$ cat config.mk
export PLATFORM = sky130hd
export DESIGN_NAME = ber_aligner
export DESIGN_NICKNAME = d
export VERILOG_FILES = /design/src/rtl/ber_aligner.sv
export SDC_FILE = /design/constraint.sdc
export NUM_CORES = 1
export LEC_CHECK = 0
export CORE_ASPECT_RATIO = 0.75
export CORE_UTILIZATION = 50
export CTS_CLUSTER_DIAMETER = 120
export DETAILED_ROUTE_END_ITERATION = 10
export PLACE_DENSITY = 0.68
export REMOVE_ABC_BUFFERS = 1
export SLEW_MARGIN = 20
export SYNTH_ARGS = -nofsm -noshare
export SYNTH_HDL_FRONTEND = slang
export SYNTH_SLANG_ARGS = --single-unit
$ cat constraint.sdc
create_clock -name clk -period 10.45 [get_ports clk]
set_input_delay 1.5675 -clock clk [delete_from_list [all_inputs] [get_ports clk]]
set_output_delay 1.5675 -clock clk [all_outputs]
set_load 0.1 [all_outputs]
$ cat src/rtl/ber_aligner.sv
// Receive-side PRBS checker: sweeps candidate latencies between the local reference (sx)
// and the sliced data (dx), locks on the first error-free or least-error delay, then counts bits/errors.
module ber_aligner #(
  parameter int MAX_DELAY  = 511,
  parameter int SEARCH_LEN = 511,
  parameter int CNT_W      = 64
) (
  input  logic                           clk,
  input  logic                           rst,
  input  logic                           enable,
  input  logic                           sx,
  input  logic                           dx,
  output logic                           o_locked,
  output logic [$clog2(MAX_DELAY+1)-1:0] o_delay,
  output logic [CNT_W-1:0]               o_bit_count,
  output logic [CNT_W-1:0]               o_err_count,
  output logic                           error_flag
);
  localparam int DLY_W = $clog2(MAX_DELAY+1);
  localparam int WIN_W = $clog2(SEARCH_LEN+1);

  typedef enum logic {SEARCH, MEASURE} state_t;

  state_t               state_q, state_d;
  logic [MAX_DELAY-1:0] sr_q, sr_d;
  logic [DLY_W-1:0]     delay_q, delay_d, best_q, best_d;
  logic [WIN_W-1:0]     win_cnt_q, win_cnt_d, win_err_q, win_err_d, min_err_q, min_err_d;
  logic [WIN_W-1:0]     total;
  logic                 locked_q, locked_d, flag_q, flag_d;
  logic [CNT_W-1:0]     bit_q, bit_d, err_q, err_d;
  logic [MAX_DELAY:0]   taps;
  logic                 e;

  function automatic logic [CNT_W-1:0] sat_inc(input logic [CNT_W-1:0] v, input logic inc);
    if (inc && (v != {CNT_W{1'b1}})) return v + CNT_W'(1);
    return v;
  endfunction

  // Tap 0 is the live reference bit; tap d is sx from d enables ago.
  assign taps = {sr_q, sx};
  assign e    = dx ^ taps[delay_q];

  always_comb begin
    state_d   = state_q;
    sr_d      = sr_q;
    delay_d   = delay_q;
    best_d    = best_q;
    win_cnt_d = win_cnt_q;
    win_err_d = win_err_q;
    min_err_d = min_err_q;
    locked_d  = locked_q;
    bit_d     = bit_q;
    err_d     = err_q;
    flag_d    = flag_q;
    total     = '0;
    if (enable) begin
      sr_d = {sr_q[MAX_DELAY-2:0], sx};
      case (state_q)
        SEARCH: begin
          win_cnt_d = win_cnt_q + WIN_W'(1);
          win_err_d = win_err_q + WIN_W'(e);
          if (win_cnt_q == WIN_W'(SEARCH_LEN-1)) begin
            total = win_err_q + WIN_W'(e);
            if (total == '0) begin
              state_d  = MEASURE;
              locked_d = 1'b1;
            end else begin
              if (total < min_err_q) begin
                min_err_d = total;
                best_d    = delay_q;
              end
              if (delay_q == DLY_W'(MAX_DELAY)) begin
                // best_d already folds in this final window's result
                state_d  = MEASURE;
                locked_d = 1'b1;
                delay_d  = best_d;
              end else begin
                delay_d   = delay_q + DLY_W'(1);
                win_cnt_d = '0;
                win_err_d = '0;
              end
            end
          end
        end
        MEASURE: begin
          bit_d = sat_inc(bit_q, 1'b1);
          err_d = sat_inc(err_q, e);
        end
        default: state_d = SEARCH;
      endcase
      flag_d = !locked_d || (err_d != '0);
    end
  end

  always_ff @(posedge clk or negedge rst) begin
    if (!rst) begin
      state_q   <= SEARCH;
      sr_q      <= '0;
      delay_q   <= '0;
      best_q    <= '0;
      win_cnt_q <= '0;
      win_err_q <= '0;
      min_err_q <= '1;
      locked_q  <= 1'b0;
      bit_q     <= '0;
      err_q     <= '0;
      flag_q    <= 1'b1;
    end else begin
      state_q   <= state_d;
      sr_q      <= sr_d;
      delay_q   <= delay_d;
      best_q    <= best_d;
      win_cnt_q <= win_cnt_d;
      win_err_q <= win_err_d;
      min_err_q <= min_err_d;
      locked_q  <= locked_d;
      bit_q     <= bit_d;
      err_q     <= err_d;
      flag_q    <= flag_d;
    end
  end

  assign o_locked    = locked_q;
  assign o_delay     = delay_q;
  assign o_bit_count = bit_q;
  assign o_err_count = err_q;
  assign error_flag  = flag_q;
endmodule
# == Word level (Yosys, flattened, before mapping) ==
# Index checks and enable logic that the tools add are counted.
# word_totals
register_bits,687
in_bits,5
output_inout_bits,139
elab_cells,64
# op_classes
addsub,5
magnitude_cmp,2
eq_ne,4
n_mux,30
bitwise,3
n_reduce_logical,9
# ops
op,n
two-way mux 64 bit,5
"adder 64 x 1 -> 64 bit, second input constant",2
"!= test 64 bit, second input constant",2
two-way mux 9 bit,8
nonzero test 64 bit,1
"adder 9 x 1 -> 9 bit, second input constant",2
"== test 9 bit, second input constant",2
two-way mux 1 bit,16
"less-than comparator 9 x 10 -> 1 bit, second input constant",1
adder 9 x 1 -> 9 bit,1
binary-select mux 1 bit (select 9 bit),1
logical NOT 9 bit,1
less-than comparator 9 bit,1
AND reduction 5 bit,1
AND reduction 4 bit,1
AND reduction 3 bit,1
NOT 1 bit,2
AND reduction 2 bit,1
logical AND 1 bit,1
logical NOT 1 bit,1
logical OR 1 bit,1
bitwise XOR 1 bit,1

# == Longest topological paths before layout ==
# Gate-level depths: netlist (run 1).
# logic_depth
ltp_word,12
depth_mapped,31
mapped_depth_nobuf,25

# == Least setup slack after synthesis (run 1) ==
# Ideal clock, no wire load.
# synth_path
kind,input to register
start,in sx
end,reg best_q[6]
setup_ns,0.126
t_arrival_ns,6.783
t_required_ns,10.324
setup_slack_ns,3.540
stages,24
n_path_buf,2
cell_sequence,mux4_1 -> a21oi_1 -> a221oi_1 -> o41ai_1 -> o2bb2ai_1 -> nand3_1 -> or3b_4 -> nand2_4 -> inv_2 -> clkbuf_1 -> ha_1 -> ha_1 -> ha_1 -> a21o_1 -> a21o_1 -> a21o_1 -> a21o_1 -> a21o_1 -> a21o_1 -> a21o_1 -> a21o_1 -> nor2_1 -> clkbuf_1 -> mux2_2
# synth_between
elab_chain_len,7
word_cells_on_any_way,9
cone_classes,add/sub: 1; order compare: 1; mux: 3; bitwise: 2; reduce/logical: 2
# synth_rtl
element,line_no,rtl
start: declaration,11,"input logic sx,"
binary-select mux 1 bit (select 9 bit) *,41,assign e = dx ^ taps[delay_q];
two-way mux 1 bit (not written as such) *,41,
bitwise XOR 1 bit *,41,
adder 9 x 1 -> 9 bit *,63,total = win_err_q + WIN_W'(e);
"parallel branches: the longest is 3 deep, another holds less-than comparator 9 bit",--,
end signal: assignment,112,best_q <= best_d;
end: declaration,26,"logic [DLY_W-1:0] delay_q, delay_d, best_q, best_d;"
# Mark *: on every way between the ends. The select of a mux whose other input is x is not followed.
# A chain may end at the register's enable or synchronous reset.

# == Final worst setup path (run 1) ==
# layout_path
start,reg delay_q[0] (netlist: o_delay[0])
end,reg flag_q (netlist: error_flag)
# layout_between
elab_chain_len,12
word_cells_on_any_way,21
cone_classes,add/sub: 1; eq/ne: 1; mux: 13; bitwise: 1; reduce/logical: 5
# layout_rtl
element,line_no,rtl
start: declaration,26,
start signal: assignment,111,delay_q <= delay_d;
"parallel branches: the longest is 11 deep, another holds adder 9 x 1 -> 9 bit",--,
logical OR 1 bit *,91,flag_d = !locked_d || (err_d != '0);
end signal: assignment,119,flag_q <= flag_d;
end: declaration,29,"logic locked_q, locked_d, flag_q, flag_d;"
# Marked as above.

==> results.md, run 1 <==
- The initial utilization of the core area, before any placement, comes to about half.
- The proportion of synthesized chip area in sequential cells is between 50 and 60%.
- Entering global routing, the biggest net connects approximately 210 pins.
- The area of the core is approximately 65000 µm².
- The tree is rooted in a clkbuf_16.
- In this run the worst path has a maximum fanout of between 40 and 50.
- TritonCTS built the clock tree.
- The async set-reset flop share out of synthesis is between 90% and 100%.
- The fraction of the core area covered by cells at the end of the flow is a little under three fifths.
- STA puts the critical path data arrival time at ~8500 ps.
- Data on the critical path is required at its endpoint by between 10000 and 15000 ps.
- In this run, post-CTS repair resized a total of 0 instances.
- The synthesized area per cell is 12.9 µm².
- The fraction of post-synthesis cell area in the top cell type by area is 50.9%.
- By area the synthesized netlist is led by dfrtp_1 51%, mux2_2 18%, mux2i_1 3.7%.
- The flow ran to the end, and the final reports show no timing, DRC or antenna violations.
- The count of distinct cell types in the synthesized netlist is 91.
- The peak supply drop is 133 µV.
- The static leakage power is between 15 and 20 nW.
- By count the netlist is led by 677 x dfrtp_1, 535 x mux2_2, 148 x nand2_1.
- The max-slew violation count is 0.
- The number of hold violations in the final report is 0.
- The summed instance area of the synthesized netlist is between 30000 and 40000 µm².
- The post-CTS setup repair buffer count is 0.
- With fillers left out, the area of the finished cells amounts to between 30000 and 40000 µm².
- The most common flop cell mapped by yosys is dfrtp_1.
- Clock-pin slew was measured on the worst setup and hold paths at approximately 60 ps.
- The final critical path takes up between 70% and 80% of the cycle.
- The kind of critical path is flop to flop.
- Before CTS, the worst setup slack after placement is approximately 2100 ps.
- The number of H-tree levels is 3.
- The Yosys step of the flow raised 0 warnings.
- Across the run, the number of max-cap violations was 0.
- The final weighted congestion in routability-driven placement is around 0.96.
- The routed via count divided by cell count is around 6.
- The count of nets after finishing is ~2700.
- Between clock sinks in the finished design, the worst skew comes to 24.0 ps.
- The die is between 200 and 300 µm wide.
- Counting every instance in the synthesized netlist gives between 2000 and 3000.
- The quantity of hold-fixing buffers added after cts is 0.
- Subtracting the final worst setup slack from the clock period gives a little under 8000 ps.
- STA classifies the critical path endpoint as a flop.
- Before antenna repair, the detailed router went through 6 iterations.
- The count of buffers added on input and output ports is 143.
- The clock passes through at most 3 buffers.
- The global router's overall resource usage is 24.3%.
- Summing internal, switching and leakage power gives roughly 0.0056 W.
- During I/O placement, the number of pins put on the boundary was approximately 140.
- The path category of the worst min-delay check is flop to flop.
- The worst pin sits at a relative slew slack of between 20 and 30%.
- Among all cell types in the netlist, the one instantiated most often is dfrtp_1.
- The synthesized design contains 0 enable-type register cells.
- The number of clock buffers added by TritonCTS is 70.
- The launching element type of the critical path is a flop.
- The number of vias after detailed routing is between 20000 and 25000.
- At the pin with the least slew margin, the transition time is about 1100 ps.
- The total global routing overflow is 0.
- The first routing iteration left ~1700 violations.
- The number of nets still failing antenna checks after routing is 0.
- The fraction of layout cells with a size suffix above 1 is 28.2%.
- The initialized floorplan defines 81 standard-cell rows.
- Summing all placed instances gives a cell area of between 30000 and 40000 µm².
- The layout overhead on the synthesized area is 12.9%.
- The initial antenna violation count is 2.
- The area of the die is around 68000 µm².
- The overall die height is between 200 and 250 µm.
- The total half-perimeter wirelength after legalization and detailed placement is roughly 54000 µm.
- Setup slack on the critical path of the routed design comes to 2540 ps.
- The number of global-route vias before repair came to between 20000 and 25000.
- The first global-routing pass estimated around 130000 µm of wire.
- Summed over all layers, the routed wires come to ~80000 µm.
- At the later pin of the worst-skew pair, clock insertion delay measures 620 ps.
- The per-cell routed wire length is about 22 µm.
- Counting every sink on the clock net gives 687.
- The post-route DRC violation count is 0.
- Setup repair after global routing left no endpoint under its margin.
- In this run the power density over the cells is ~150 nW/µm².
- The post-synthesis register bit count is around 700.
- Derived from the worst setup path, the maximum achievable clock frequency is 0.126 GHz.
- The final number of setup-violating endpoints is 0.
- The largest total area in the synthesized netlist belongs to dfrtp_1.
==> final cells by class <==
cell class,count,area [µm²]
antenna,2,5.00
clock buffer,102,2080
clock inverter,23,240
fill,5349,27900
inverter,33,124
multi-input combinational,1715,15100
sequential,687,17200
tap,871,1090
timing repair buffer,173,1700
==> report_power, final <==
group          internal [W]  leakage [nW]  switching [W]
Clock               0.00148          1.14        0.00105
Sequential          0.00273          9.44      0.0000670
Combinational      0.000128          6.48       0.000188
Total               0.00434          17.1        0.00131
==> worst paths after layout <==
check                           startpoint         endpoint  slack [ps]  cells past startpoint
min reg2reg                o_bit_count[59]  o_bit_count[59]         490                      1
min in group asynchronous              rst  o_bit_count[14]         970                      1
max in group asynchronous              rst        sr_q[339]        7160                      3
max reg2reg                     o_delay[0]       error_flag        2540                     26
max                             o_delay[0]       error_flag        2540                     26
min                        o_bit_count[59]  o_bit_count[59]         490                      1
==> layout by cell type, fill, tap and decap left out, types with 53 or more instances in the layout <==
cell type	n
clkbuf_16	73
clkdlybuf4s50_1	141
dfrtp_1	674
mux2_2	535
mux2i_1	124
mux4_2	53
nand2_1	148
nand3_1	89
nor2_1	101
xnor2_1	97
xor2_1	63
==> metal layers <==
layer / up-vias / track usage, % / share of wire (%)
met4: 0 / 5.79 / 1.6
met5: - / 0 / 0
li1: 9680 / - / -
met1: 11200 / 37.6 / 49
met3: 109 / 4.78 / 6.1
met2: 592 / 34.8 / 44
==> worst max-delay path: stages (launching register included) <==
cell	delay [ps]
dfrtp_4	960
buf_4	430
mux4_1	600
a21oi_1	160
a221oi_1	150
o41ai_1	870
o2bb2ai_1	210
nand3_1	130
or3b_4	450
nand2_4	180
inv_2	200
ha_1	280
ha_1	230
nand2_1	90
nor2_1	70
and3_1	200
xnor2_1	270
inv_1	110
nor4_1	510
a31oi_1	200
o21bai_1	260
o211ai_1	120
a311oi_1	230
o221ai_1	200
nor4_1	210
nand4_1	140
o32a_1	320
==> kinds of logic after synthesis <==
group	share of synthesized area [%]
AO/OA/AOI/OAI	5.35
XOR/XNOR	4.21
adder cells (fa/ha/maj)	0.640
buffers and inverters	2.91
flip-flops	51.7
multiplexers	26.6
AND/OR/NAND/NOR	8.50
==> flip-flops by register name (all words and copies together) (netlist names), 9 cells and up <==
name,flops
win_cnt_q,9
sr_q,511
o_delay,9
win_err_q,9
o_err_count,64
best_q,9
o_bit_count,64
min_err_q,9
==> stage by stage <==
| stage | cells | setup TNS (ps) | hold slack [ps] |
|---|---|---|---|
| 6_report | 3606 | 0 | 492 |
| 5_1_grt | 3605 | 0 | 509 |
| 4_1_cts | 3604 | 0 | 496 |
| 3_5_place_dp | 3479 | 0 | 488 |
| 3_3_place_gp | 3479 | 0 | 474 |
| 2_1_floorplan | 2435 | -84500 | 445 |
Power figures use the tool's default switching activity.
==> run 2: changes to the inputs <==
Settings changed: PLACE_DENSITY 0.68 to 0.7.
Clock period 10.45 ns to 6.5 ns, I/O delays scaled along.
==> run 2 against run 1 <==
Net effect:
- hold slack got worse by 36 ps
- clock power is 60% higher
- worst setup slack got worse by 2200 ps
- critical path depth decreased by 1
- design area rose by 2.1%
- non-clock buffer count grew 81
- via count increased by 2.0%
- cell count increased by 2.3%
- critical endpoint is now best_q[5]
==> results.md, run 2 (synthesis results as in run 1) <==
- The fraction of the core area covered by cells at the end of the flow is 58.5% (+1.2 points).
- The critical path endpoint category is a flop.
- The data required time of the worst path is 6980 ps (-4010 ps).
- The gate family responsible for the most delay along the worst path is compound AO/OA/AOI/OAI gates.
- The clock-pin slew reported for the worst setup and hold paths after clock tree synthesis is 60 ps (about the same).
- The global router's overall resource usage is 24.4% (+0.12 points).
- The max-slew violation count is 0 (unchanged).
- The total power divided by cell area was 237 nW/µm² (+58%).
- The number of vias after detailed routing is 22100 (+2.0%).
- The overall die height was 225 µm (unchanged).
- The final weighted congestion in routability-driven placement was 0.982 (+1.8%).
- The path category of the worst min-delay check is input pin to async pin.
- The horizontal die dimension came to 300 µm (unchanged).
- The number of buffers inserted during clock tree synthesis is 70 (unchanged).
- The source-to-sink clock delay at the later pin of the worst-skew pair was 610 ps (about the same).
- The number of H-tree levels was 3 (unchanged).
- The launching element type of the critical path is a flop.
- The number of global-route vias before repair came to 22500 (+2.4%).
- The CTS tree is done.
- The fraction of layout cells with a size suffix above 1 came to 30.4% (+2.2 points).
- The number of clock sinks is 687 (unchanged).
- For this design, the slowest cell found on the critical path is dfrtp_2.
- The routed via count divided by cell count came to 5.98 (-0.29%).
- The run finished with clean final reports.
- The per-cell routed wire length is 22.3 µm (-0.45%).
- The final number of setup-violating endpoints was 0 (unchanged).
- The total length of routed wires is 82100 µm (+1.8%).
- Setup repair after global routing left no endpoint under its margin.
- The slew at the pin closest to its max-slew limit is 1090 ps (-24.9 ps).
- The count of boundary I/O pins came to 144 (unchanged).
- The cell repeated most along the worst path is a21o_1.
- The total iterations of the first detailed-routing run is 5 (-1).
- The top register by number of flip-flops is sr_q.
- The pin count of the biggest net entering global routing was 187 (-8.8%).
- The initial cell density of the core came to 50.8% (unchanged).
- The count of nets after finishing was 2783 (+3.0%).
- The number of hold violations in the final report came to 0 (unchanged).
- The layout overhead on the synthesized area is 15.2%.
- The highest clock rate is 0.163 GHz (+29%).
- The maximum number of buffers from clock root to sink is 3 (unchanged).
- The initial antenna violation count was 1 (-1).
- The delay contributed by the slowest stage of the critical path is 590 ps (-370 ps).
- The number of standard-cell rows in the floorplan is 81 (unchanged).
- The tightest hold margin came to 456 ps (-36.3 ps).
- The area of the die came to 67500 µm² (unchanged).
- The number of flip-flops in the largest register is 511 (unchanged).
- The number of nets still failing antenna checks after routing came to 0 (unchanged).
- The count of port buffers added during placement came to 143 (unchanged).
- The final period utilization came to 94.1% (+18 points).
- The time the worst path needs with I/O delays and setup is 6120 ps (-1790 ps).
- In this run the clock root is driven by a clkbuf_16.
- The kind of critical path is flop to flop.
- The library cells used most frequently in the layout, excluding fill and tap cells, are 674 x dfrtp_1, 535 x mux2_2, 148 x nand2_1, 141 x clkdlybuf4s50_1, 123 x mux2i_1.
- The total half-perimeter wirelength after legalization and detailed placement came to 55300 µm (+2.8%).
- The post-route DRC violation count was 0 (unchanged).
- The worst-case headroom to the max-slew limit came to 27.3% (+1.7 points).
- The data arrival time at the worst-slack endpoint is 6600 ps (-1850 ps).
- The worst path buffer plus inverter count came to 4 (+1).
- The total global routing overflow came to 0 (unchanged).
- The total negative slack for setup checks is 0 ps (unchanged).
- The static leakage power is 17.5 nW (+2.7%).
- The reported max-cap violation count was 0 (unchanged).
- The peak supply drop is 228 µV (+72%).
- The global-route wire length before repair is 130000 µm (+0.76%).
- The maximum fanout along the worst path is 15 (-66%).
- The clock skew after layout is 30.2 ps (+6.16 ps).
- The most common cell after layout, fill and taps aside is dfrtp_1.
- The area of the core is 65500 µm² (unchanged).
- The initial detailed-routing violation count is 1848 (+9.3%).
run 2: cell count changes in the layout (fill, tap and decap cells not counted), moves of 3 or more:
| cell | delta |
|---|---|
| buf_12 | +7 |
| buf_4 | +69 |
| buf_6 | +3 |
| clkbuf_1 | +5 |
| clkbuf_8 | -5 |
| clkinv_2 | +4 |
| clkinvlp_4 | -3 |
run 2: repair_timing:
item | CTS | global route
setup buffers | 0 | 11
hold buffers | 0 | 0
gates resized for setup | 0 | 15
endpoints found under the setup margin | 0 | 23
run 2: final cells by class:
cell class	instances	area, µm²
Fill cell	5214	27200
Timing Repair Buffer	254	2440
Antenna cell	1	2.50
Clock inverter	25	254
Tap cell	871	1090
Inverter	33	124
Clock buffer	103	2050
Multi-Input combinational cell	1715	15100
Sequential cell	687	17200
run 2: power by group:
group	leakage (nW)	switching, W	internal [W]
registers	9.44	0.000104	0.00438
clock network	1.14	0.00169	0.00236
logic	6.94	0.000312	0.000229
total	17.5	0.00211	0.00697
run 2: final timing paths:
check	cells after the start	start	slack, ps	to
max in group asynchronous	2	rst	4690	sr_q[415]
hold reg to reg	1	win_cnt_q[7]	500	win_cnt_q[7]
setup reg to reg	25	o_delay[2]	380	best_q[5]
min in group clk	1	win_cnt_q[7]	500	win_cnt_q[7]
hold / removal	1	rst	460	o_bit_count[21]
setup / recovery	25	o_delay[2]	380	best_q[5]
run 2: metrics by stage:
step / worst slack [ps] / instance area [µm²] / power (W) / cells
3_3_place_gp: 30.3 / 35800 / 0.00508 / 3548
2_1_floorplan: -6430 / 32400 / 0.00483 / 2435
5_1_grt: 40.6 / 38300 / 0.00941 / 3689
4_1_cts: 90.3 / 38100 / 0.00919 / 3676
6_report: 381 / 38300 / 0.00908 / 3689
3_5_place_dp: 2.73 / 35800 / 0.00511 / 3548
run 2: layer usage:
layer	vias up	wire [µm]	global-route usage [%]
met5	-	0	0
met4	0	1600	6.45
met3	117	5200	4.81
met2	608	36200	35.7
met1	11500	39100	36.9
li1	9858	-	-
